### src/rtl/scan_pkg.sv
// Shared types and constants for the channel-scan sequencer.
// Optional blanking between channels is enabled with `define SCAN_BLANK_EN.
package scan_pkg;
    typedef enum logic [1:0] {
        S_IDLE,
        S_DWELL,
        S_BLANK
    } scan_state_t;

    localparam logic [7:0] CODE_IDLE_DEF = 8'hFF;
    localparam int MAX_CHANNELS = 8;
endpackage

### src/rtl/scan_sequencer_if.sv
// Control/status bundle between a scan controller and the sequencer.
// Blanking (SCAN_BLANK_EN) does not change this interface.
interface scan_sequencer_if #(
    parameter int N = 8
);
    logic         start;
    logic         stop;
    logic         loop;
    logic [N-1:0] code;
    logic         code_valid;
    logic         chan_strobe;
    logic         busy;
    logic         done;

    modport master (
        output start, stop, loop,
        input  code, code_valid, chan_strobe, busy, done
    );

    modport slave (
        input  start, stop, loop,
        output code, code_valid, chan_strobe, busy, done
    );
endinterface

### src/rtl/scan_sequencer_dwell_timer.sv
// Loadable down-counter; tc is high while the count sits at zero.
// Shared by dwell and blanking phases (SCAN_BLANK_EN).
module dwell_timer #(
    parameter int W = 1
) (
    input  logic         clk,
    input  logic         reset,
    input  logic         load,
    input  logic [W-1:0] load_val,
    output logic         tc
);
    logic [W-1:0] cnt;

    always_ff @(posedge clk or posedge reset) begin
        if (reset) begin
            cnt <= '0;
        end else if (load) begin
            cnt <= load_val;
        end else if (cnt != '0) begin
            cnt <= cnt - 1'b1;
        end
    end

    assign tc = (cnt == '0);
endmodule

### src/rtl/scan_sequencer.sv
// Timed channel-scan sequencer driving a one-hot decoder's code input.
// `define SCAN_BLANK_EN inserts BLANK idle-code gaps between channels.
module scan_sequencer
    import scan_pkg::*;
#(
    parameter int           N         = 8,
    parameter int           CHANNELS  = 8,
    parameter int           DWELL     = 1000,
    parameter int           BLANK     = 16,
    parameter logic [N-1:0] CODE_IDLE = N'(CODE_IDLE_DEF)
) (
    input logic             clk,
    input logic             reset,
    scan_sequencer_if.slave bus
);
    localparam int CW   = (CHANNELS > 1) ? $clog2(CHANNELS) : 1;
    localparam int TMAX = (DWELL > BLANK) ? DWELL : BLANK;
    localparam int TW   = (TMAX > 1) ? $clog2(TMAX) : 1;
    localparam logic [TW-1:0] DW_LD = TW'(DWELL - 1);
`ifdef SCAN_BLANK_EN
    localparam logic [TW-1:0] BL_LD = TW'(BLANK - 1);
`endif

    if (CHANNELS < 1 || CHANNELS > MAX_CHANNELS) begin : g_bad_channels
        $error("scan_sequencer: CHANNELS out of range");
    end

    scan_state_t   state;
    logic [CW-1:0] ch;
    logic [CW-1:0] ch_nxt;
    logic          loop_q;
    logic          last;
    logic          ld;
    logic [TW-1:0] ld_val;
    logic          tc;
    logic [N-1:0]  code_q;
    logic          valid_q;
    logic          strobe_q;
    logic          busy_q;
    logic          done_q;

    always_comb begin
        last   = (ch == CW'(CHANNELS - 1));
        ch_nxt = last ? '0 : ch + CW'(1);
        ld     = 1'b0;
        ld_val = DW_LD;
        case (state)
            S_IDLE:  ld = bus.start && !bus.stop;
            S_DWELL: begin
                ld = tc;
`ifdef SCAN_BLANK_EN
                ld_val = BL_LD;
`endif
            end
            S_BLANK: ld = tc;
            default: ld = 1'b0;
        endcase
    end

    dwell_timer #(.W(TW)) u_timer (
        .clk      (clk),
        .reset    (reset),
        .load     (ld),
        .load_val (ld_val),
        .tc       (tc)
    );

    always_ff @(posedge clk or posedge reset) begin
        if (reset) begin
            state    <= S_IDLE;
            ch       <= '0;
            loop_q   <= 1'b0;
            code_q   <= CODE_IDLE;
            valid_q  <= 1'b0;
            strobe_q <= 1'b0;
            busy_q   <= 1'b0;
            done_q   <= 1'b0;
        end else begin
            strobe_q <= 1'b0;
            done_q   <= 1'b0;
            // Abort beats every other transition, including completion.
            if (state != S_IDLE && bus.stop) begin
                state   <= S_IDLE;
                ch      <= '0;
                loop_q  <= 1'b0;
                code_q  <= CODE_IDLE;
                valid_q <= 1'b0;
                busy_q  <= 1'b0;
            end else begin
                case (state)
                    S_IDLE: begin
                        if (bus.start && !bus.stop) begin
                            state    <= S_DWELL;
                            ch       <= '0;
                            loop_q   <= bus.loop;
                            code_q   <= '0;
                            valid_q  <= 1'b1;
                            strobe_q <= 1'b1;
                            busy_q   <= 1'b1;
                        end
                    end
                    S_DWELL: begin
                        if (tc) begin
                            if (last && !loop_q) begin
                                state   <= S_IDLE;
                                ch      <= '0;
                                code_q  <= CODE_IDLE;
                                valid_q <= 1'b0;
                                busy_q  <= 1'b0;
                                done_q  <= 1'b1;
                            end else begin
                                ch <= ch_nxt;
`ifdef SCAN_BLANK_EN
                                state   <= S_BLANK;
                                code_q  <= CODE_IDLE;
                                valid_q <= 1'b0;
`else
                                code_q   <= N'(ch_nxt);
                                strobe_q <= 1'b1;
`endif
                            end
                        end
                    end
                    S_BLANK: begin
                        if (tc) begin
                            state    <= S_DWELL;
                            code_q   <= N'(ch);
                            valid_q  <= 1'b1;
                            strobe_q <= 1'b1;
                        end
                    end
                    default: state <= S_IDLE;
                endcase
            end
        end
    end

    assign bus.code        = code_q;
    assign bus.code_valid  = valid_q;
    assign bus.chan_strobe = strobe_q;
    assign bus.busy        = busy_q;
    assign bus.done        = done_q;
endmodule

### src/flat_wrapper.sv
// flat-port wrapper written by rule: the top's interface ports become plain ports
module scan_sequencer_flat import scan_pkg::*;
#(
    parameter int           N         = 8,
    parameter int           CHANNELS  = 8,
    parameter int           DWELL     = 1000,
    parameter int           BLANK     = 16,
    parameter logic [N-1:0] CODE_IDLE = N'(CODE_IDLE_DEF)
)
  (clk, reset, bus_start, bus_stop, bus_loop, bus_code, bus_code_valid, bus_chan_strobe, bus_busy, bus_done);
  scan_sequencer_if #(.N(N)) bus_i ();
  input logic clk;
  input logic reset;
  input wire logic [$bits(bus_i.start)-1:0] bus_start;
  input wire logic [$bits(bus_i.stop)-1:0] bus_stop;
  input wire logic [$bits(bus_i.loop)-1:0] bus_loop;
  output wire logic [$bits(bus_i.code)-1:0] bus_code;
  output wire logic [$bits(bus_i.code_valid)-1:0] bus_code_valid;
  output wire logic [$bits(bus_i.chan_strobe)-1:0] bus_chan_strobe;
  output wire logic [$bits(bus_i.busy)-1:0] bus_busy;
  output wire logic [$bits(bus_i.done)-1:0] bus_done;
  assign bus_i.start = bus_start;
  assign bus_i.stop = bus_stop;
  assign bus_i.loop = bus_loop;
  assign bus_code = bus_i.code;
  assign bus_code_valid = bus_i.code_valid;
  assign bus_chan_strobe = bus_i.chan_strobe;
  assign bus_busy = bus_i.busy;
  assign bus_done = bus_i.done;
  scan_sequencer #(.N(N), .CHANNELS(CHANNELS), .DWELL(DWELL), .BLANK(BLANK), .CODE_IDLE(CODE_IDLE)) u_core (.clk(clk), .reset(reset), .bus(bus_i));
endmodule
### config.mk
export PLATFORM = sky130hd
export DESIGN_NAME = scan_sequencer_flat
export DESIGN_NICKNAME = d
export VERILOG_FILES = /design/src/rtl/scan_pkg.sv /design/src/rtl/scan_sequencer_if.sv /design/src/rtl/scan_sequencer_dwell_timer.sv /design/src/rtl/scan_sequencer.sv /design/src/flat_wrapper.sv
export SDC_FILE = /design/constraint.sdc
export NUM_CORES = 1
export LEC_CHECK = 0
export ABC_AREA = 0
export CAP_MARGIN = 10
export CORE_ASPECT_RATIO = 0.6
export CORE_MARGIN = 4
export CORE_UTILIZATION = 49
export CTS_BUF_LIST = sky130_fd_sc_hd__clkbuf_16
export CTS_CLUSTER_SIZE = 24
export DETAILED_ROUTE_END_ITERATION = 12
export PLACE_DENSITY = 0.76
export RECOVER_POWER = 50
export SLEW_MARGIN = 15
export SYNTH_ARGS = -nofsm -noshare
export SYNTH_HDL_FRONTEND = slang
export SYNTH_HIERARCHICAL = 1
export SYNTH_SLANG_ARGS = --single-unit
### constraint.sdc
create_clock -name clk -period 2.8 [get_ports clk]
set_input_delay 0.56 -clock clk [delete_from_list [all_inputs] [get_ports clk]]
set_output_delay 0.56 -clock clk [all_outputs]
set_load 0.01 [all_outputs]
==> summary.md <==
| Metric | Value |
|---|---|
| Status | `finished clean` |
| Area of placed instances | `1540 um2` |
| CTS buffer count | `3` |
| Layout area overhead | `17.3%` |
| Max cap viols | `0` |
| Cells after Synth | `140` |
| Slew Limit Fails | `0` |
| Die height | `49.2 um` |
| Post-DR vias/cell | `6.03` |
| CP Data Arrival Time | `2630 ps` |
| Routed wire length | `3.15 mm` |
| CP startpoint kind | `flip-flop` |
| Placeable core area | `2590 um2` |
| Period minus WS final | `2490 ps` |
| Root buffer cell | `clkbuf_16` |
| Cell-internal power | `728 uW` |
| Total track usage | `0.183` |
| Slowest CP cell | `or4b_4` |
| GRT overflow | `0` |
| Post-Syn Area | `1390 um2` |
| R2R Path End | `u_core/u_timer/cnt[5]` |
| Sequential element share of the synthesized area | `0.383` |
| Avg Inst Size Synth | `9.89 um2` |
| PD cells | `682 nW/um2` |
| Crit. End Element | `flip-flop` |
| Setup CP Type | `flip-flop to flip-flop` |
| CP Data Required Time | `2940 ps` |
| DRC errors left | `0` |
| Placer Congestion | `0.852` |
| Worst-Margin Slew | `627 ps` |
| Antenna violations before repair | `0` |
| Final Util | `0.627` |
| Max transition margin | `0.582` |
| Period Utilization, post-route | `0.890` |
| Final ANT Viol Nets | `0` |
| Prevailing post-synth register cell | `dfrtp_1` |
| N_diodes | `0` |
| Sequential group share of total power | `0.451` |
| Starting Density | `0.534` |
| Final setup viols | `0` |
| Worst Hold Launch | `u_core/bus.code[2]` |
| Hold depth | `2` |
| CP cell instances | `inv_1 -> ha_1 -> or4b_4 -> nor3_4 -> nand2_1 -> o21ai_0 -> buf_4 -> nor4_1 -> nor4_1` |
| Worst Hold End | `u_core/bus.code[2]` |
| Htree depth | `1` |
| Share of cells above drive strength 1 | `0.179` |
| Number of global-route vias before repair | `1092` |
| Die X-Extent | `76.6 um` |
| Detail Placement HPWL | `2.26 mm` |
| Tot Pwr | `1.11 mW` |
| R2R Path Start | `u_core/u_timer/cnt[0]` |
| Nets | `166` |
| Cts hold-fix bufs | `0` |
| CP peak stage delay | `560 ps` |
| RSZ-0062 raised after global routing | `false` |
| Die area | `3770 um2` |
| Async SR Flop Fraction | `1.00` |
| Fin area | `1630 um2` |
| First-pass GRT wire length | `5.49 mm` |
| Row Count | `14` |
| Skew-Pair Late Insertion Delay | `250 ps` |
| Pin count of the biggest net entering global routing | `20` |
| HP Class | `flip-flop to flip-flop` |
| CTS sink cnt | `21` |
| Fmax | `401 MHz` |
| Flops & latches, synth | `21` |
| Reg2Reg Depth | `9` |
| Yosys warnings | `6` |
| Peak supply drop | `0.306 mV` |
| Reg2reg setup slack | `310 ps` |
| Clock share of power | `0.273` |
| Static leakage | `0.698 nW` |
| Number of synthesized flops with an enable pin | `0` |
| Most numerous cell on the critical path | `nor4_1` |
| Port Buffers | `16` |
| Fillcell total | `227` |
| Routed WL per cell | `16.8 um` |
| Netlist cell types | `53` |
| Setup_tns | `0 ps` |
| Worst-path clk slew | `60 ps` |
| Max Clock Skew | `2.91 ps` |
| Via count | `1134` |
| Drt first pass iters | `4` |
| Top Ports | `17` |
| Crit-path max FO | `14` |
| Comb power frac | `0.276` |
| Max clock buf depth | `2` |
| Initial DRC count | `88` |
| CTS tree | `built` |
| Net Sw Frac | `0.343` |
| P_sw | `380 uW` |
| Final hold violation count | `0` |
[placed cells by master (no fill, tap or decap), drive strengths merged, types with 2 or more instances in the layout]
master         count
dfrtp             17
nor2              11
clkdlybuf4s50     10
conb              10
inv                8
o21ai              8
dlygate4sd3        6
a31oi              5
nor4               5
nor3               5
nor2b              4
nand2              4
ha                 4
dfstp              4
buf                4
o31ai              4
nand2b             4
clkbuf             3
nor4b              3
a211oi             3
o41ai              3
mux2               2
o22a               2
nand4b             2
a21oi              2
xnor2              2
nand3b             2
or4                2
[what timing repair did]
action,in CTS,in global routing
setup buffers,0,0
resized for setup,0,1
endpoints found under the setup margin,0,2
[through the flow]
| stage | cells | hold slack [ps] | worst slack (ps) |
|---|---|---|---|
| after global placement | 184 | 475 | 375 |
| final | 188 | 490 | 307 |
| after global routing | 188 | 515 | 123 |
| after floorplan | 148 | 400 | 113 |
| after detailed placement | 184 | 483 | 203 |
| after CTS | 188 | 497 | 196 |
[how the worst max path moves through the flow]
| stage | slack (ps) | to | cells after the start | from |
|---|---|---|---|---|
| floorplan | 110 | u_core/u_timer/cnt[7] | 12 | u_core/u_timer/cnt[0] |
| global placement | 370 | u_core/u_timer/cnt[5] | 9 | u_core/u_timer/cnt[0] |
| detailed placement | 200 | u_core/u_timer/cnt[5] | 9 | u_core/u_timer/cnt[0] |
| CTS | 200 | u_core/u_timer/cnt[5] | 9 | u_core/u_timer/cnt[0] |
| global route | 120 | u_core/u_timer/cnt[7] | 10 | u_core/u_timer/cnt[0] |
| finish | 310 | u_core/u_timer/cnt[5] | 9 | u_core/u_timer/cnt[0] |
[metal layers]
layer | GRT usage | vias up | part of all wire
li1 | - | 538 | -
met5 | 0 | - | 0
met3 | 0.0498 | 2 | 0.068
met2 | 0.284 | 39 | 0.46
met4 | 0.0512 | 0 | 0.0054
met1 | 0.252 | 555 | 0.47
[power by group through the flow]
| stage | Sequential, mW | Clock, mW | Combinational, mW |
|---|---|---|---|
| floorplan | 0.433 | 0 | 0.286 |
| global placement | 0.488 | 0 | 0.294 |
| detailed placement | 0.501 | 0 | 0.303 |
| CTS | 0.495 | 0.309 | 0.308 |
| global route | 0.513 | 0.325 | 0.339 |
| finish | 0.499 | 0.303 | 0.306 |
[state kept, by name, summed over array words and instances, names as in the netlist]
name / flops
u_core/bus.code_valid: 1
u_core/bus.code: 4
u_core/u_timer/cnt: 10
u_core/loop_q: 1
u_core/ch: 3
u_core/bus.done: 1
u_core/bus.chan_strobe: 1
[kinds of logic after synthesis]
| group | Yosys count | synth area share |
|---|---|---|
| muxes | 2 | 0.0217 |
| adders and majority gates | 4 | 0.0361 |
| and+or+nand+nor | 48 | 0.238 |
| DFF | 21 | 0.383 |
| other | 2 | 0.00542 |
| xor gates and xnor gates | 2 | 0.0126 |
| buffers and inverters | 24 | 0.0994 |
| AOI/OAI and AO/OA | 37 | 0.204 |
[Yosys cell counts, types with 3 or more instances]
library cell | count | area, um2
a31oi_1 | 5 | 31.3
buf_4 | 6 | 45.0
buf_6 | 3 | 33.8
clkbuf_1 | 5 | 18.8
dfrtp_1 | 17 | 425
dfstp_2 | 4 | 105
ha_1 | 4 | 50.1
inv_1 | 8 | 30.0
nand2_1 | 4 | 15.0
nand2b_1 | 3 | 18.8
nor2_1 | 11 | 41.3
nor2b_1 | 3 | 18.8
nor3_2 | 3 | 30.0
nor4_1 | 5 | 31.3
nor4b_1 | 3 | 26.3
o21ai_0 | 5 | 25.0
o31ai_1 | 4 | 30.0
[cell type report]
class	instances	area [um2]	area share
inverter	8	30.0	0.0185
tap	32	40.0	0.0246
clock inverter	1	5.00	0.00308
clock buffer	3	75.1	0.0462
multi-input combinational	103	754	0.464
sequential	21	531	0.326
timing repair buffer	20	190	0.117
[critical path, delay by kind of cell, from the launching register on]
kind | cells | cell delay, ps
AO/OA/AOI/OAI | 1 | 210
adder cells (fa/ha/maj) | 1 | 230
AND/OR/NAND/NOR | 5 | 1150
flip-flops | 1 | 410
buffers and inverters | 2 | 370
No activity file was read; power rests on OpenSTA's default activity.
